File: src/rtl/aes_pkg.sv
`default_nettype none
// ============================================================================
//  Module   : aes_pkg
//  Brief    : Shared encodings, round counts, FSM state type and the
//             mode-to-round-count helper for the AES self-test controller.
//  Revision : 1.0 - initial release
// ============================================================================
package aes_pkg;

  // Key-size mode encodings as driven by the board switches
  localparam logic [1:0] MODE_128 = 2'b00;
  localparam logic [1:0] MODE_192 = 2'b01;
  localparam logic [1:0] MODE_256 = 2'b10;
  localparam logic [1:0] MODE_INV = 2'b11;

  // Round counts per key size
  localparam logic [3:0] NR_128 = 4'd10;
  localparam logic [3:0] NR_192 = 4'd12;
  localparam logic [3:0] NR_256 = 4'd14;

  // Controller sequencing states
  typedef enum logic [1:0] {
    ST_IDLE     = 2'd0,
    ST_ENC_WAIT = 2'd1,
    ST_DEC_WAIT = 2'd2,
    ST_DONE     = 2'd3
  } state_t;

  // Round count for a key-size mode; the invalid mode maps to 0
  function automatic logic [3:0] nr_of(input logic [1:0] mode);
    logic [3:0] nr;
    case (mode)
      MODE_128: nr = NR_128;
      MODE_192: nr = NR_192;
      MODE_256: nr = NR_256;
      default:  nr = 4'd0;
    endcase
    return nr;
  endfunction

endpackage
`default_nettype wire

File: src/rtl/aes_lat_counter.sv
`default_nettype none
// ============================================================================
//  Module   : aes_lat_counter
//  Brief    : Cycle counter shared by the cipher and decipher wait phases.
//             Clear has priority over count; term flags the last cycle of a
//             phase, i.e. cnt == nr + LAT_EXTRA - 1.
//  Revision : 1.0 - initial release
// ============================================================================
module aes_lat_counter #(
  parameter int LAT_EXTRA = 2
) (
  input  logic       clk,
  input  logic       rst_n,
  input  logic       clear,
  input  logic       en,
  input  logic [3:0] nr,
  output logic       term
);

  logic [4:0] cnt;
  logic [4:0] limit;

  // Terminal count of the current phase, computed in the 5-bit counter domain
  always_comb begin
    limit = {1'b0, nr} + 5'(LAT_EXTRA) - 5'd1;
    term  = (cnt == limit);
  end

  // Count cycles of the active phase; clear reloads zero for the next phase
  always_ff @(posedge clk or negedge rst_n) begin
    if (!rst_n) begin
      cnt <= 5'd0;
    end else if (clear) begin
      cnt <= 5'd0;
    end else if (en) begin
      cnt <= cnt + 5'd1;
    end
  end

endmodule
`default_nettype wire

File: src/rtl/aes_selftest_ctrl.sv
`default_nettype none
// ============================================================================
//  Module   : aes_selftest_ctrl
//  Brief    : Sequencer for the AES encrypt/decrypt self-test. Latches the
//             key-size mode on start, waits out the cipher latency, captures
//             and checks the ciphertext, feeds it to the decipher, waits
//             again, then captures and checks the recovered plaintext.
//             Datapath muxing stays outside; this block only drives sel.
//  Revision : 1.0 - initial release
// ============================================================================
module aes_selftest_ctrl
  import aes_pkg::*;
#(
  parameter int DATA_W    = 128,
  parameter int LAT_EXTRA = 2
) (
  input  logic              clk,
  input  logic              rst_n,
  input  logic              start,
  input  logic [1:0]        mode,
  input  logic [DATA_W-1:0] enc_data,
  input  logic [DATA_W-1:0] dec_data,
  input  logic [DATA_W-1:0] expected,
  input  logic [DATA_W-1:0] plain,
  output logic [1:0]        sel,
  output logic [3:0]        nr,
  output logic              dec_en,
  output logic [DATA_W-1:0] dec_in,
  output logic [DATA_W-1:0] result,
  output logic              busy,
  output logic              done,
  output logic              enc_ok,
  output logic              dec_ok,
  output logic              mode_err
);

  state_t state;
  logic   waiting;
  logic   cnt_clear;
  logic   term;

  // Counter control: runs only in the wait phases and restarts at each phase end
  always_comb begin
    waiting   = (state == ST_ENC_WAIT) || (state == ST_DEC_WAIT);
    cnt_clear = (state == ST_IDLE) || (waiting && term);
  end

  aes_lat_counter #(
    .LAT_EXTRA (LAT_EXTRA)
  ) u_lat_counter (
    .clk   (clk),
    .rst_n (rst_n),
    .clear (cnt_clear),
    .en    (waiting),
    .nr    (nr),
    .term  (term)
  );

  // Sequencing FSM with all outputs registered
  always_ff @(posedge clk or negedge rst_n) begin
    if (!rst_n) begin
      state    <= ST_IDLE;
      sel      <= 2'b00;
      nr       <= 4'd0;
      dec_en   <= 1'b0;
      dec_in   <= '0;
      result   <= '0;
      busy     <= 1'b0;
      done     <= 1'b0;
      enc_ok   <= 1'b0;
      dec_ok   <= 1'b0;
      mode_err <= 1'b0;
    end else begin
      done <= 1'b0;
      case (state)
        ST_IDLE: begin
          if (start) begin
            if (mode == MODE_INV) begin
              // Reject without touching sel/nr or the datapath
              mode_err <= 1'b1;
              enc_ok   <= 1'b0;
              dec_ok   <= 1'b0;
              done     <= 1'b1;
              state    <= ST_DONE;
            end else begin
              sel      <= mode;
              nr       <= nr_of(mode);
              enc_ok   <= 1'b0;
              dec_ok   <= 1'b0;
              mode_err <= 1'b0;
              busy     <= 1'b1;
              state    <= ST_ENC_WAIT;
            end
          end
        end
        ST_ENC_WAIT: begin
          if (term) begin
            dec_in <= enc_data;
            enc_ok <= (enc_data == expected);
            dec_en <= 1'b1;
            state  <= ST_DEC_WAIT;
          end
        end
        ST_DEC_WAIT: begin
          if (term) begin
            result <= dec_data;
            dec_ok <= (dec_data == plain);
            dec_en <= 1'b0;
            busy   <= 1'b0;
            done   <= 1'b1;
            state  <= ST_DONE;
          end
        end
        ST_DONE: begin
          state <= ST_IDLE;
        end
        default: begin
          state <= ST_IDLE;
        end
      endcase
    end
  end

endmodule
`default_nettype wire

File: config.mk
export PLATFORM = sky130hd
export DESIGN_NAME = aes_selftest_ctrl
export DESIGN_NICKNAME = d
export VERILOG_FILES = /design/src/rtl/aes_pkg.sv /design/src/rtl/aes_lat_counter.sv /design/src/rtl/aes_selftest_ctrl.sv
export SDC_FILE = /design/constraint.sdc
export NUM_CORES = 1
export LEC_CHECK = 0
export ABC_AREA = 0
export BUFFER_PORTS_ARGS = -buffer_cell sky130_fd_sc_hd__buf_2
export CORE_AREA = 2 2 307 309
export DETAILED_ROUTE_END_ITERATION = 16
export DIE_AREA = 0 0 309 311
export SYNTH_ARGS = -nofsm -noshare
export SYNTH_HDL_FRONTEND = slang
export SYNTH_SLANG_ARGS = --single-unit
File: constraint.sdc
create_clock -name clk -period 3.9 [get_ports clk]
set_clock_uncertainty 0.05 [all_clocks]
set_input_delay 0.39 -clock clk [delete_from_list [all_inputs] [get_ports clk]]
set_output_delay 0.39 -clock clk [all_outputs]
set_load 0.01 [all_outputs]
### Word level (Yosys, flattened, before mapping)

Cells that the tools add are included.

| word-level totals | value |
|---|---|
| memory bits (read-only) | 0 |
| output and inout bits | 268 |
| latch bits | 0 |
| memories | 0 |
| flip-flop bits (word level) | 275 |
| bits in writable memories | 0 |
| logic and storage cells | 70 |

| cells by class | value |
|---|---|
| divide/modulo/power cells | 0 |
| multiply operators | 0 |
| shift-type cells | 0 |
| muxes and demuxes | 23 |
| $lt $le $gt $ge | 0 |
| eq/ne operators | 13 |
| bitwise logic cells | 1 |
| $add $sub $neg | 3 |
| reductions and logical operators | 18 |

Operator list:

| cell | number |
|---|---|
| $eq 128x128->1 | 2 |
| $reduce_and 3->1 | 5 |
| $pmux 4 s3 | 1 |
| $mux 1 | 10 |
| $mux 5 | 2 |
| $pmux 1 s2 | 5 |
| $eq 2x2->1 const B | 4 |
| $mux 2 | 4 |
| $ne 2x2->1 const B | 4 |
| $pmux 2 s4 | 1 |
| $reduce_bool 2->1 | 4 |
| $reduce_and 2->1 | 3 |
| $add 4x2->5 const B | 1 |
| $add 5x1->5 const B | 1 |
| $eq 5x5->1 | 1 |
| $sub 5x1->5 const B | 1 |
| $eq 2x1->1 const B | 2 |
| $logic_not 2->1 | 2 |
| $reduce_and 4->1 | 1 |
| $logic_or 1x1->1 | 2 |
| $logic_and 1x1->1 | 1 |
| $not 1->1 | 1 |

### Logic depth before layout (Yosys ltp)

Gate-level depths: netlist (run 1).

| logic depth | value |
|---|---|
| depth after elaboration | 6 |
| depth in mapped cells | 8 |
| mapped depth without buffers | 7 |

### Hierarchy

From an unflattened synthesis (run 1), not the netlist that was laid out.

| unflattened totals | value |
|---|---|
| cell total of the unflattened synthesis | 1197 |
| area, all modules | 13555.5 um2 |

Modules (own cells, without submodules):

| module | instances | sequential area each (um2) | area an instance (um2) | cells each |
|---|---|---|---|---|
| aes_selftest_ctrl | 1 | 6731.5 | 13228.9 | 1165 |
| aes_lat_counter | 1 | 125.1 | 326.6 | 32 |

### Worst setup path after synthesis (run 1)

Ideal clock, no wire load.

| timing | value |
|---|---|
| path kind | input to register |
| start | input port plain[14] |
| end | register dec_ok |
| path slack | 1.878 ns |
| cell stages on the path | 6 |
| buffers on the path | 0 |
| arrival time | 1.877 ns |
| required time | 3.755 ns |
| cells stage by stage | nor2b_1 a2111o_1 a2111oi_2 nand4_1 or4_1 o31ai_1 |

| between the ends | value |
|---|---|
| cells in the longest elaborated chain, start to end | 3 |

Ends and longest elaborated chain:

| item | line | RTL |
|---|---|---|
| from (decl) | aes_selftest_ctrl.sv:24 | `input logic [DATA_W-1:0] plain,` |
| $eq 128x128->1 | aes_selftest_ctrl.sv:107 | `dec_ok <= (dec_data == plain);` |
| $mux 1 | aes_selftest_ctrl.sv:105 | `if (term) begin` |
| $pmux 1 s2 | aes_selftest_ctrl.sv:75 | `case (state)` |
| to (signal assigned) | aes_selftest_ctrl.sv:107 |  |
| to (decl) | aes_selftest_ctrl.sv:33 | `output logic dec_ok,` |

No other way between the ends. The select of a mux whose other input is x is not followed.
A chain may end at the register's enable or synchronous reset.

### Worst setup path in the final report (run 1)

| timing | value |
|---|---|
| start | register u_lat_counter.cnt[2] |
| end | register result[72] |

| between the ends | value |
|---|---|
| cells in the longest elaborated chain, start to end | 2 |

Ends and longest elaborated chain:

| item | line | RTL |
|---|---|---|
| from (decl) | aes_lat_counter.sv:20 | `logic [4:0] cnt;` |
| from (signal assigned) | aes_lat_counter.sv:36 | `cnt <= cnt + 5'd1;` |
| $eq 5x5->1 | aes_lat_counter.sv:26 | `term = (cnt == limit);` |
| $reduce_and 2->1 (no line) | - |  |
| to (signal assigned) | aes_selftest_ctrl.sv:106 | `result <= dec_data;` |
| to (decl) | aes_selftest_ctrl.sv:29 | `output logic [DATA_W-1:0] result,` |

No other way between the ends.

==> summary.txt, run 1 <==
Setup bufs post-CTS: 0
Clock Path Buffers: 3
CP max stage delay: 0.66 ns
R2r setup slk: 1.07 ns
Post-synth ARST share: 100%
Metal2 WL: 32500 um
Initial drt markers: 992
Number of I/O pins: 785
Final Hold Fails: 0
Ys Warns: 0
Worst slew pin tran: 0.935 ns
Headroom to the max-slew limit: 36.0%
Number of synthesized flops with an enable pin: 0
Minimum clock period: 2.83 ns
Fmax: 0.353 GHz
TNS Setup: 0 ns
CTS tree: built
Sink Count: 274
Clock-pin slew on the worst setup and hold paths: 0.06 ns
Critical Path RT: 4.30 ns
Vias: 13.3k
Width of the die: 309 um
CP max-delay cell: nor4_4
Synth Flop Type: dfrtp_1
Lkg Pwr: 10.3 nW
Max Cap Violations: 0
Largest net degree at the start of global routing: 86
Outcome: finished, final reports clean
H-tree depth: 2
Worst Setup End Kind: flop
Vias per inst: 3.95
Reg-to-reg endpoint: result[72]
FF+latch count, synth: 274
DR WL met3: 6020 um
M1 WL: 31900 um
Clk root buf: clkbuf_16
Worst vdd ir: 338 uV
HPWL after DPL: 59500 um
Design area: 0.0217 mm^2
Share of layout cells above drive strength 1: 51.4%
Worst r2r path cells: 5
Pre-Repair DR Iteration Count: 5
Setup Crit Path Kind: reg -> reg
Cells after Synth: 1168
Initial antenna violation count: 13
Row cnt: 112
Core area: 0.0928 mm^2
Synthesis-to-finish area growth: 59.7%
Max layer used: met5
Crit path cell chain: xor2_1 > nor4_4 > nand2_4 > buf_12 > mux2_2
First-pass GRT wire length: 98500 um
Sequential share of the synthesized area: 50.5%
Antenna Nets Post-Route: 0
Hold Crit Start: enc_data[83]
Final Max Slew Viols: 0
Critical path launch point type: flop
Critical Path AT: 3.24 ns
Num CTS Buffers: 37
Most frequent cells in the layout: 782 x buf_2, 274 x dfrtp_1, 212 x mux2_2
Clock latency on the worst-skew pair: 0.58 ns
GRT Overall Usage: 14.4%
Global route total overflow: 0
Syn nets: 1693
Final setup viols: 0
Initial Util: 14.6%
Vias in the first global route: 13.5k
Net count reported at finish: 2620
Avg Inst Size Synth: 11.6 um^2
Post-route DRC: 0
RePlAce Congestion: 0.993
Commonest non-fill, non-tap cell in the layout: buf_2
Die H: 311 um
FILL cells: 10.1k
Worst Hold Class: in -> reg
Synthesized area: 0.0136 mm^2
Final wirelength: 71900 um
IO Port Bufs: 783
R2R Path Start: u_lat_counter.cnt[2]
PD cells: 639 mW/mm^2
Hold Crit Depth: 3
Drt wl/cell: 21.2 um
DIE AREA: 0.0961 mm^2
Crit-path max FO: 70
Area after DPL: 0.0192 mm^2
Period utilization: 72.6%
WHS Endpoint: dec_in[83]
RSZ-0062 raised after global routing: no
Unique masters post-synth: 47
## cell usage after synthesis, drive strengths merged, types with 3 or more instances
cell type	number	share of area, %
dfrtp	274	51
mux2	212	18
inv	100	2.8
xnor2	77	5.0
xor2	74	4.8
nand2	64	1.8
o21ai	61	2.2
nor2b	50	2.4
nor4	35	1.7
o22ai	34	1.6
nand4	28	1.3
buf	23	0.80
a2111oi	18	1.4
nand2b	16	0.74
clkbuf	14	0.39
a22o	11	0.71
o2bb2ai	10	0.65
ha	8	0.74
nor2	8	0.22
nand3	7	0.26
a21oi	6	0.22
o2111ai	5	0.32
a221oi	4	0.26
or4	4	0.22
a22oi	3	0.17
o31ai	3	0.17
or2	3	0.14
## critical path: cells and delay by family, from the launching register on
kind	cells	cell delay (ns)
flops	1	0.41
xor+xnor	1	0.20
mux	1	0.36
simple gates	2	1.16
buf+inv	1	0.38
## area by class of cell
type	instances	area, um^2	share of cell area (%)
clock inverter	12	214	0.987
multi-input combinational	757	6210	28.7
sequential	274	6860	31.6
tap	1254	1570	7.24
timing repair buffer	925	5330	24.6
inverter	100	375	1.73
antenna	6	15.0	0.0693
clock buffer	54	1100	5.09
## registers in the layout, summed over array words and instances, names as in the netlist
| signal | count |
|---|---|
| dec_en | 1 |
| dec_ok | 1 |
| sel | 2 |
| done | 1 |
| mode_err | 1 |
| nr | 3 |
| state | 2 |
| result | 128 |
| enc_ok | 1 |
| busy | 1 |
| u_lat_counter.cnt | 5 |
| dec_in | 128 |
## kinds of logic after synthesis
family / share of synthesized area [%]
mux: 17.7
compound gates: 8.32
buf+inv: 3.95
flops: 50.5
simple gates: 8.96
other cells: 0.0276
fa+ha+maj: 0.738
xor+xnor: 9.74
## how the worst max path moves through the flow
stage	startpoint	end	slack, ns	depth (start not counted)
2_1_floorplan	plain[14]	dec_ok	1.88	6
3_3_place_gp	expected[69]	enc_ok	0.96	7
3_5_place_dp	expected[69]	enc_ok	0.95	7
4_1_cts	enc_data[69]	enc_ok	1.05	8
5_1_grt	u_lat_counter.cnt[2]	result[18]	0.96	5
6_report	u_lat_counter.cnt[2]	result[72]	1.07	5
## stage by stage
stage          power, W  instances  hold slack (ns)  setup WS [ns]  utilization (%)
2_1_floorplan   0.00727       1168           0.0444           1.88                -
4_1_cts          0.0141       3376        0.0000661           1.05             23.3
3_3_place_gp    0.00998       3193            0.408          0.963             20.7
3_5_place_dp     0.0101       3193            0.405          0.951             20.7
5_1_grt          0.0146       3379           0.0142          0.961             23.4
6_report         0.0139       3382           0.0542           1.07             23.4
## metal layers
metal | GRT usage (%) | vias to the layer above
li1 | - | 5964
met1 | 19.5 | 6651
met2 | 22.5 | 640
met3 | 3.92 | 87
met4 | 3.62 | 2
met5 | 0 | -
## report_power, final
part	switching [W]	total (W)	internal (W)	leakage (nW)
combinational	0.00272	0.00508	0.00237	6.45
clock	0.00142	0.00377	0.00235	0.649
sequential	0.000749	0.00500	0.00425	3.18
## what timing repair did
action                     4_1_cts  5_1_grt
setup endpoints to repair        0        0
gates resized for setup          0        0
hold buffers                   117        0
hold endpoints to repair       194        0
Note: power is estimated with default switching activity, not from simulation.
==> run 2: changes to the inputs <==
--- a/config.mk
+++ b/config.mk
@@ -7,9 +7,9 @@
 export LEC_CHECK = 0
 export ABC_AREA = 0
 export BUFFER_PORTS_ARGS = -buffer_cell sky130_fd_sc_hd__buf_2
-export CORE_AREA = 2 2 307 309
+export CORE_AREA = 2 2 308 310
 export DETAILED_ROUTE_END_ITERATION = 16
-export DIE_AREA = 0 0 309 311
+export DIE_AREA = 0 0 310 312
 export SYNTH_ARGS = -nofsm -noshare
 export SYNTH_HDL_FRONTEND = slang
 export SYNTH_SLANG_ARGS = --single-unit
==> constraint.sdc (replaced) <==
create_clock -name clk -period 2.6 [get_ports clk]
set_clock_uncertainty 0.05 [all_clocks]
set_input_delay 0.26 -clock clk [delete_from_list [all_inputs] [get_ports clk]]
set_output_delay 0.26 -clock clk [all_outputs]
set_load 0.01 [all_outputs]
==> run 2 against run 1 <==
Compared with the run above:
- sequential power rose by 53%
- critical path type is now in -> reg
- core utilization rose by 1.7 points
- cell count rose by 5.2%
- largest cell class is now buffers
- combinational power rose by 56%
- final area rose by 7.8%
- via count rose by 5.7%
==> summary.txt, run 2 (synthesized netlist as in run 1, its figures left out) <==
RePlAce Congestion: 0.980
Period utilization: 94.3%
RSZ-0062 raised after global routing: no
Number of I/O pins: 785
Antenna Nets Post-Route: 0
Final Max Slew Viols: 0
CP max-delay cell: or4_1
Crit-path max FO: 2
Finished Core Util: 25.1%
FILL cells: 10.0k
Initial antenna violation count: 14
Fmax: 0.408 GHz
PD cells: 906 mW/mm^2
Most frequent cells in the layout: 782 x buf_2, 274 x dfrtp_1, 253 x dlygate4sd3_1
Commonest non-fill, non-tap cell in the layout: buf_2
CTS tree: built
H-tree depth: 2
Hold Crit Depth: 3
Critical Path RT: 3.05 ns
DIE AREA: 0.0967 mm^2
Final wirelength: 75900 um
Top cell by count, worst path: nand4_1
Critical path launch point type: primary input
Post-route DRC: 0
Net count reported at finish: 2793
Largest net degree at the start of global routing: 66
GRT Overall Usage: 15.2%
Headroom to the max-slew limit: 34.6%
WHS Endpoint: result[29]
FF+latch area: 0.00686 mm^2
Worst vdd ir: 656 uV
TNS Setup: 0 ns
Reg-to-reg endpoint: dec_ok
Clock Path Buffers: 3
Setup bufs post-CTS: 0
Final setup viols: 0
Pre-Repair DR Iteration Count: 6
R2r setup slk: 0.29 ns
Worst Setup End Kind: flop
Crit path cell chain: dlygate4sd3_1 > buf_2 > xnor2_1 > nand4_1 > buf_4 > nor4_1 > nand4_1 > or4_1 > a21oi_1
Outcome: finished, final reports clean
Max Cap Violations: 0
Global route total overflow: 0
Largest regs: dec_in x128, result x128, u_lat_counter.cnt x5
Initial drt markers: 1195
R2R Path Start: state[0]
Lkg Pwr: 11.1 nW
Clock-pin slew on the worst setup and hold paths: 0.06 ns
First-pass GRT wire length: 105000 um
Vias per inst: 3.96
Drt wl/cell: 21.3 um
Clock latency on the worst-skew pair: 0.57 ns
Clk root buf: clkbuf_16
Sink Count: 274
IO Port Bufs: 783
Die H: 312 um
Num CTS Buffers: 37
Vias: 14.1k
Synthesis-to-finish area growth: 72.1%
HPWL after DPL: 61900 um
Row cnt: 112
Setup Crit Path Kind: in -> reg
Core area: 0.0930 mm^2
Worst r2r path cells: 7
Vias in the first global route: 14.9k
Worst slew pin tran: 0.972 ns
Share of layout cells above drive strength 1: 49.5%
Power, Total: 0.0212 W
CP max stage delay: 0.55 ns
Final Hold Fails: 0
Area of the multi-input gates: 0.00623 mm^2
Critical Path AT: 2.90 ns
Minimum clock period: 2.45 ns
Hold Crit Start: dec_data[29]
Initial Util: 14.6%
Worst Hold Class: in -> reg
Width of the die: 310 um
-- run 2: changes by cell type in the layout (fill, tap and decap cells not counted) --
cell	before	now
dlygate4sd3_1	117	253
buf_4	22	55
clkbuf_1	8	3
clkinv_2	5	10
buf_12	3	7
clkinv_4	0	3
diode_2	6	9
clkbuf_8	7	5
nor4_1	33	31
nor4_2	1	3
bufinv_16	6	5
clkinvlp_4	0	1
-- run 2: layout make-up --
| class | count | area share, % |
|---|---|---|
| timing repair buffer | 1098 | 30.0 |
| sequential | 274 | 29.3 |
| multi-input combinational | 757 | 26.7 |
| tap | 1254 | 6.72 |
| clock buffer | 47 | 4.52 |
| inverter | 100 | 1.61 |
| clock inverter | 20 | 1.04 |
| antenna | 9 | 0.0964 |
-- run 2: power by group --
part           internal, W  switching (W)  total [W]
Clock              0.00338        0.00219    0.00557
Sequential         0.00637        0.00128    0.00766
Combinational      0.00375        0.00419    0.00794
Total               0.0135        0.00767     0.0212
-- run 2: repair_timing --
action,in CTS,in global routing
endpoints found under the setup margin,0,2
hold buffers,253,0
hold endpoints to repair,305,0
resized for setup,0,2
-- run 2: how the worst max path moves through the flow --
| stage | slack (ns) | startpoint | to | cells past startpoint |
|---|---|---|---|---|
| finish | 0.15 | enc_data[17] | enc_ok | 9 |
| global route | 0.07 | enc_data[108] | enc_ok | 9 |
| CTS | 0.01 | dec_data[11] | dec_ok | 9 |
| detailed placement | -0.24 | plain[3] | dec_ok | 7 |
| global placement | -0.23 | plain[3] | dec_ok | 7 |
| floorplan | 0.62 | nr[2] | dec_ok | 6 |
-- run 2: per-stage QoR --
stage	hold WS, ns	setup WS [ns]	cell area, um^2	cells
floorplan	-0.0856	0.615	13600	1168
global placement	0.245	-0.235	19500	3230
detailed placement	0.250	-0.243	19500	3230
CTS	0.00211	0.00960	23300	3550
global route	0.0144	0.0701	23300	3552
finish	0.0588	0.147	23400	3559
-- run 2: worst max-delay path: cells and delay by family --
family / cells / cell delay, ns
buffers and inverters: 3 / 0.93
AO/OA/AOI/OAI: 1 / 0.15
XOR/XNOR: 1 / 0.36
AND/OR/NAND/NOR: 4 / 1.21
-- run 2: routing by layer --
layer / up-vias / track usage, % / share of wire [%]
li1: 6325 / - / -
met1: 6948 / 20.3 / 43
met2: 711 / 23.2 / 44
met3: 114 / 4.78 / 9.3
met4: 6 / 4.80 / 2.7
met5: - / 0 / 0.054
==> run 3: changes to the inputs <==
--- a/config.mk
+++ b/config.mk
@@ -7,9 +7,11 @@
 export LEC_CHECK = 0
 export ABC_AREA = 0
 export BUFFER_PORTS_ARGS = -buffer_cell sky130_fd_sc_hd__buf_2
+export CAP_MARGIN = 20
 export CORE_AREA = 2 2 308 310
 export DETAILED_ROUTE_END_ITERATION = 16
 export DIE_AREA = 0 0 310 312
+export PLACE_DENSITY_LB_ADDON = 0.3
 export SYNTH_ARGS = -nofsm -noshare
 export SYNTH_HDL_FRONTEND = slang
 export SYNTH_SLANG_ARGS = --single-unit
==> run 3 against run 2 <==
Compared with the run above:
- combinational power is 0.9% lower
- wire length decreased by 7.6%
- clock-buffer cell count grew 4
- critical endpoint is now dec_ok
==> summary.txt, run 3 (synthesized netlist as in run 1, its figures left out) <==
Global route total overflow: 0
RePlAce Congestion: 0.920
Largest regs: dec_in x128, result x128, u_lat_counter.cnt x5
Initial antenna violation count: 10
Headroom to the max-slew limit: 48.6%
Vias: 13.4k
Number of I/O pins: 785
IO Port Bufs: 783
Commonest non-fill, non-tap cell in the layout: buf_2
Worst Setup End Kind: flop
Critical Path AT: 2.92 ns
Clock latency on the worst-skew pair: 0.55 ns
Vias in the first global route: 14.6k
Final Max Slew Viols: 0
PD cells: 881 mW/mm^2
Final wirelength: 70200 um
Vias per inst: 3.77
DIE AREA: 0.0967 mm^2
HPWL after DPL: 57700 um
Die H: 312 um
Area after DPL: 0.0195 mm^2
Critical Path RT: 3.02 ns
R2R Path Start: state[0]
First-pass GRT wire length: 99000 um
Period utilization: 96.3%
H-tree depth: 2
Largest net degree at the start of global routing: 72
Setup Crit Path Kind: in -> reg
Final Hold Fails: 0
Lkg Pwr: 10.9 nW
Core area: 0.0930 mm^2
Max Cap Violations: 0
Most frequent cells in the layout: 782 x buf_2, 274 x dfrtp_1, 248 x dlygate4sd3_1
Share of layout cells above drive strength 1: 49.1%
Critical path launch point type: primary input
Crit-path max FO: 2
Sink Count: 274
Setup bufs post-CTS: 0
Net count reported at finish: 2782
Worst slack at placement: -0.270 ns
Post-route DRC: 0
Drt wl/cell: 19.8 um
Worst slew pin tran: 0.764 ns
Width of the die: 310 um
Worst Setup SP: dec_data[54]
Fmax: 0.399 GHz
Post-Place Cells: 3224
GRT Overall Usage: 14.1%
Pre-Repair DR Iteration Count: 4
Non-filler cells, final: 3543
Final WS setup: 0.0951 ns
Worst Hold Class: in -> reg
Row cnt: 112
Minimum clock period: 2.50 ns
Antenna Nets Post-Route: 0
Clock Path Buffers: 3
Design area: 0.0231 mm^2
Worst vdd ir: 466 uV
RSZ-0062 raised after global routing: no
CTS tree: built
Final setup viols: 0
Outcome: finished, final reports clean
Synthesis-to-finish area growth: 70.5%
Clk root buf: clkbuf_16
Initial Util: 14.6%
Num CTS Buffers: 37
Clock-pin slew on the worst setup and hold paths: 0.06 ns
Hold Crit Start: dec_data[73]
Initial drt markers: 651
FILL cells: 10.2k
## run 3: changes by cell type in the layout (fill, tap and decap cells not counted), sizes merged
cell,before,now
buf,845,839
clkinvlp,1,2
diode,9,4
clkbuf,47,51
dlygate4sd3,253,248
clkinv,13,10
bufinv,5,1
inv,101,103
## run 3: what timing repair did
action                     CTS  global route
setup endpoints to repair    0             0
hold buffers               248             0
gates resized for setup      0             0
hold endpoints to repair   297             0
## run 3: worst paths after layout
kind	to	slack, ns	depth (start not counted)
max	dec_ok	0.1	8
min	result[73]	0.01	2
max reg2reg	dec_ok	0.33	7
min reg2reg	u_lat_counter.cnt[4]	0.42	1
max in group asynchronous	result[21]	1.48	3
min in group asynchronous	dec_in[7]	0.25	2
## run 3: critical path, stage by stage
cell	delay, ns
dlygate4sd3_1	0.54
buf_2	0.14
xor2_1	0.19
nor4_1	0.51
buf_4	0.19
nand4_1	0.21
or4_1	0.66
o31ai_1	0.21
## run 3: metal layers
layer	vias up	track usage (%)	part of all wire [%]
met5	-	0	0.056
met4	6	4.51	2.7
met3	101	3.34	6.3
met2	470	23.5	48
met1	6500	17.7	42
li1	6286	-	-
## run 3: report_power, final
group | switching, W | internal (W)
registers | 0.00108 | 0.00637
clock network | 0.00210 | 0.00296
logic | 0.00414 | 0.00373
## run 3: cell type report
cell class	instances	area [um^2]	area share, %
Sequential cell	274	6860	29.6
Antenna cell	4	10.0	0.0432
Clock inverter	16	125	0.541
Timing Repair Buffer	1087	6940	30.0
Clock buffer	51	1060	4.57
Tap cell	1254	1570	6.78
Inverter	100	375	1.62
Multi-Input combinational cell	757	6210	26.8
## run 3: through the flow
stage	total power, W	hold slack (ns)	util [%]	TNS [ns]
after global placement	0.0151	0.257	20.9	-0.292
final	0.0204	0.0128	24.9	0
after CTS	0.0207	0.00124	24.9	0
after detailed placement	0.0152	0.252	20.9	-0.270
after floorplan	0.0109	-0.0856	-	0
after global routing	0.0217	0.0100	24.9	0
